===== src/rtl/la_rrmux.sv =====
// la_rrmux: N-input registered round-robin mux, valid/ready on every port, winning index carried in out_sel.
// Build option: define LA_RRMUX_SKID_EN for a two-entry buffer that removes the out_ready -> in_ready path.
module la_rrmux #(
  parameter int N    = 4,
  parameter int W    = 8,
  parameter     PROP = "DEFAULT",
  localparam int SW  = $clog2(N)
) (
  input  logic           clk,
  input  logic           reset,
  input  logic [N-1:0]   in_valid,
  input  logic [N*W-1:0] in_data,
  output logic [N-1:0]   in_ready,
  output logic           out_valid,
  output logic [W-1:0]   out_data,
  output logic [SW-1:0]  out_sel,
  input  logic           out_ready
);

  logic [SW-1:0] r_ptr;
  logic          r_out_valid;
  logic [W-1:0]  r_out_data;
  logic [SW-1:0] r_out_sel;

  logic          w_grant_any;
  logic [SW-1:0] w_grant;
  logic          w_accept;
  logic          w_in_xfer;
  logic [W-1:0]  w_in_word;
  int            w_idx;

  // Scan ptr, ptr+1, ... wrapping at N; the first valid channel wins.
  // NOTE: every always_comb output gets a default first so no path leaves it unassigned (no latch).
  always_comb begin
    w_grant_any = 1'b0;
    w_grant     = '0;
    w_idx       = 0;
    for (int k = 0; k < N; k++) begin
      w_idx = int'(r_ptr) + k;
      if (w_idx >= N) w_idx = w_idx - N;
      if (!w_grant_any && in_valid[w_idx]) begin
        w_grant_any = 1'b1;
        w_grant     = w_idx[SW-1:0];
      end
    end
  end

  assign w_in_word = in_data[int'(w_grant)*W +: W];
  assign w_in_xfer = w_grant_any & w_accept & ~reset;

  always_comb begin
    in_ready = '0;
    if (w_in_xfer) in_ready[w_grant] = 1'b1;
  end

  // NOTE: sequential state uses non-blocking assignments so all flops update from pre-edge values.
  always_ff @(posedge clk or posedge reset) begin
    if (reset) begin
      r_ptr <= '0;
    end else if (w_in_xfer) begin
      r_ptr <= (int'(w_grant) == N - 1) ? '0 : w_grant + 1'b1;
    end
  end

`ifdef LA_RRMUX_SKID_EN
  logic          r_skid_valid;
  logic [W-1:0]  r_skid_data;
  logic [SW-1:0] r_skid_sel;
  logic          w_out_free;

  assign w_accept   = ~r_skid_valid;
  assign w_out_free = ~r_out_valid | out_ready;

  // A parked skid word always refills the output before any new input.
  always_ff @(posedge clk or posedge reset) begin
    if (reset) begin
      r_out_valid  <= 1'b0;
      r_out_data   <= '0;
      r_out_sel    <= '0;
      r_skid_valid <= 1'b0;
    end else if (w_out_free) begin
      if (r_skid_valid) begin
        r_out_valid  <= 1'b1;
        r_out_data   <= r_skid_data;
        r_out_sel    <= r_skid_sel;
        r_skid_valid <= 1'b0;
      end else if (w_in_xfer) begin
        r_out_valid <= 1'b1;
        r_out_data  <= w_in_word;
        r_out_sel   <= w_grant;
      end else begin
        r_out_valid <= 1'b0;
      end
    end else if (w_in_xfer) begin
      r_skid_valid <= 1'b1;
    end
  end

  // NOTE: skid payload needs no reset; it is only ever read while r_skid_valid is set.
  always_ff @(posedge clk) begin
    if (w_in_xfer && !w_out_free) begin
      r_skid_data <= w_in_word;
      r_skid_sel  <= w_grant;
    end
  end
`else
  assign w_accept = ~r_out_valid | out_ready;

  always_ff @(posedge clk or posedge reset) begin
    if (reset) begin
      r_out_valid <= 1'b0;
      r_out_data  <= '0;
      r_out_sel   <= '0;
    end else if (w_in_xfer) begin
      r_out_valid <= 1'b1;
      r_out_data  <= w_in_word;
      r_out_sel   <= w_grant;
    end else if (out_ready) begin
      r_out_valid <= 1'b0;
    end
  end
`endif

  assign out_valid = r_out_valid;
  assign out_data  = r_out_data;
  assign out_sel   = r_out_sel;

endmodule


===== config.mk =====
export PLATFORM = sky130hd
export DESIGN_NAME = la_rrmux
export DESIGN_NICKNAME = d
export VERILOG_FILES = /design/src/rtl/la_rrmux.sv
export SDC_FILE = /design/constraint.sdc
export NUM_CORES = 1
export LEC_CHECK = 0
export CAP_MARGIN = 20
export CORE_ASPECT_RATIO = 1.5
export CORE_MARGIN = 8
export CORE_UTILIZATION = 39
export CTS_CLUSTER_SIZE = 14
export DETAILED_ROUTE_END_ITERATION = 10
export GPL_TIMING_DRIVEN = 0
export PLACE_DENSITY_LB_ADDON = 0.2
export RECOVER_POWER = 25
export SLEW_MARGIN = 20
export SYNTH_ARGS = -nofsm -noshare
export SYNTH_HDL_FRONTEND = slang
export SYNTH_SLANG_ARGS = --single-unit

===== constraint.sdc =====
create_clock -name clk -period 4.45 [get_ports clk]
set_input_delay 0.6675 -clock clk [delete_from_list [all_inputs] [get_ports clk]]
set_output_delay 0.6675 -clock clk [all_outputs]
set_load 0.02 [all_outputs]

==> results_dict.tcl, run 1 <==
set metrics [dict create \
    fp.dieH_um 73.6 \
    synth_async_sr_flop_share 1.00 \
    ctsRootBufferMaster "clkbuf_4" \
    timing.final.max_slew_violations 0 \
    core_area_um2 2150 \
    nets 179 \
    setup.worst_path.start_class "input pin" \
    drive_gt1_frac 0.129 \
    power-per-cell-area_nw_per_um2 433 \
    total_leakage_power_nw 0.618 \
    fin_worst_skew_ns 0.00200 \
    global_route.usage.total 0.135 \
    synthCells 82 \
    io_port_bufs 53 \
    cts_tree "yes" \
    setup.worst_path.class "input pin to output pin" \
    clk_transition_reported_paths_ns 0.08 \
    route.antenna.remaining_nets 0 \
    timing.critical_path.slowest_cell_delay_ns 0.61 \
    critPathMaxFanout 14 \
    cts_num_sinks 13 \
    detailedPlacementHpwl_um 2160 \
    synth-seq-area-share 0.377 \
    ctsResizeCount 0 \
    finalCoreUtilization 0.672 \
    crit_path_leading_delay_family "buffers and inverters" \
    area_growth_pct 67.9 \
    grt_max_degree 15 \
    ys.flop_type "dfrtp_1" \
    syn_area_per_cell_um2 10.5 \
    critical_path_buf_inv_count 4 \
    setup_tns_ns 0 \
    timing.fmax_mhz 257 \
    die_area_um2 4000 \
    minimum_clock_period_ns 3.89 \
    synth-seq-cells 13 \
    synth.net_count 121 \
    fillerInstances 193 \
    final_standard_cell_count_with_taps_included_and_fillers_excluded 162 \
    yosys_warnings 0 \
    synth_edf_count 0 \
    cts_max_path_buffers 2 \
    path_cells "dlygate4sd3_1 > inv_1 > o41ai_2 > or2b_4 > or2_1 > buf_4 > nor2_1 > clkdlybuf4s50_1" \
    drv.max_cap_violation_count 0 \
    floorplan.die.width_um 54.4 \
    slew_worst_pin_ns 0.541 \
    slew_headroom 0.639 \
    start_util 0.400 \
    hold_buffers 0 \
    synth_area_leaders "dfrtp_1, mux2i_1, o221ai_2, nand2_1, a221oi_4" \
    io_pins 54 \
    ys_top_cells_by_count "mux2i_1, dfrtp_1, nand2_1" \
    yosys.area.top_type "dfrtp_1" \
    synth_cell_types 21 \
    timing.critical_path.arrival_ns 3.22 \
    setup_violations 0 \
    remaining_drc_errors 0 \
    count_of_vias_placed_by_the_detailed_router 849 \
    wl_per_cell_um 16.0 \
    number_of_antenna_violations_at_the_first_check_in_global_routing 0 \
    placedCellCount 158 \
    grt_pass1_vias 915 \
    layout_worst_path_cycle_share 0.874 \
    final-hold-violation-count 0 \
    peakVddDrop_mv 0.245 \
    synth_area_um2 862 \
    via_count_normalized_by_instance_count 5.24 \
    worst_path_max_delay_cell "clkdlybuf4s50_1" \
    timing.hold.worst.class "flop to flop" \
    status "complete, no violations" \
    cts.repair_timing.setup_buffer_count 0 \
    clk-insertion-delay-late_ns 0.27 \
    synth_top_area_share 0.377 \
    cts_inserted_buffers 3 \
    h-tree-depth 1 \
    cp_data_required_time_ns 3.78 \
    unrepaired_setup_endpoints_after_global_routing "no" \
    post-synth-top-count-cell "mux2i_1" \
    first_iter_violations 18 \
    antenna_cells_inserted 0 \
    gp_congestion 0.748 \
    grt_first_pass_wirelength_um 4130 \
    worstSetupEndpointType "output pin" \
    first_pass_iters 4 \
    grt.overflow.total 0 \
    routed_wl_um 2590 \
    fp-row-count 21 \
]
==> kinds of logic (layout without fill, tap and decap cells) <==
group	after synthesis	after routing	synth area share
simple gates	23	23	0.126
flops	13	13	0.377
xor+xnor	1	1	0.0102
compound gates	19	19	0.234
mux	16	16	0.186
buf+inv	10	67	0.0668
==> registers in the layout, indices dropped and copies added, names as in the netlist <==
signal	count
out_data	8
out_sel	2
out_valid	1
r_ptr	2
==> layout by cell type (no fill, tap or decap), drive strengths merged <==
| cell type | instances |
|---|---|
| clkdlybuf4s50 | 52 |
| inv | 5 |
| nand2 | 13 |
| a21boi | 1 |
| clkbuf | 4 |
| dlygate4sd3 | 1 |
| dfrtp | 13 |
| xnor2 | 1 |
| a21oi | 4 |
| or2b | 1 |
| a22o | 1 |
| buf | 5 |
| o221ai | 8 |
| o41ai | 1 |
| o21ai | 3 |
| a221oi | 1 |
| or2 | 1 |
| mux2i | 16 |
| nand2b | 4 |
| nor2 | 4 |
==> stage by stage <==
| stage | cell area [um^2] | hold WS, ns | setup slack [ns] | power (mW) |
|---|---|---|---|---|
| floorplan | 862 | 0.505 | 1.68 | 0.408 |
| global placement | 1420 | 0.461 | 0.642 | 0.555 |
| detailed placement | 1420 | 0.474 | 0.633 | 0.562 |
| CTS | 1450 | 0.491 | 0.643 | 0.634 |
| global route | 1450 | 0.513 | 0.367 | 0.669 |
| finish | 1450 | 0.489 | 0.561 | 0.626 |
==> layout make-up <==
class	instances	area, um^2	share of cell area
plain buffers	5	38.8	0.0268
clock buffers	4	26.3	0.0182
inverters	5	18.8	0.0130
multi-input cells	59	479	0.331
flip-flops and latches	13	325	0.225
well taps	23	28.8	0.0199
repair buffers	53	531	0.366
==> worst reg2reg max path: stages, from the launching register on <==
cell	delay, ns
dfrtp_1	0.45
a21oi_1	0.16
o21ai_0	0.09
a21oi_1	0.22
buf_4	0.26
mux2i_1	0.26
o221ai_2	0.11
==> power breakdown <==
part / switching (mW) / internal (mW)
sequential: 0.0280 / 0.162
clock: 0.0365 / 0.0347
combinational: 0.177 / 0.188
==> metal layers <==
| metal | GRT usage | routed length [um] | share of wire |
|---|---|---|---|
| met1 | 0.147 | 977 | 0.38 |
| met5 | 0 | 0 | 0 |
| met2 | 0.235 | 1380 | 0.53 |
| met4 | 0.0330 | 21 | 0.0081 |
| met3 | 0.0466 | 210 | 0.081 |
==> path summary, 6_finish.rpt <==
path,slack (ns),start,cells past startpoint,endpoint
hold / removal,0.49,out_sel[0],2,out_sel[0]
hold reg to reg,0.49,out_sel[0],2,out_sel[0]
setup / recovery,0.56,reset,8,in_ready[0]
setup reg to reg,2.79,r_ptr[1],6,out_data[3]
max in group asynchronous,3.22,reset,2,out_sel[0]
min in group asynchronous,0.88,reset,2,out_valid
No activity file was read; power rests on OpenSTA's default activity.
==> run 2: changes to the inputs <==
- CTS_CLUSTER_SIZE: 14 -> 28
==> results of run 2 <==
The final DEF is identical to that of run 1; final timing and power are the same.
==> run 3: changes to the inputs <==
- CTS_CLUSTER_DIAMETER: not set -> 60
- SLEW_MARGIN: 20 -> 40
==> results of run 3 <==
The final DEF is identical to that of run 1; final timing and power are the same.
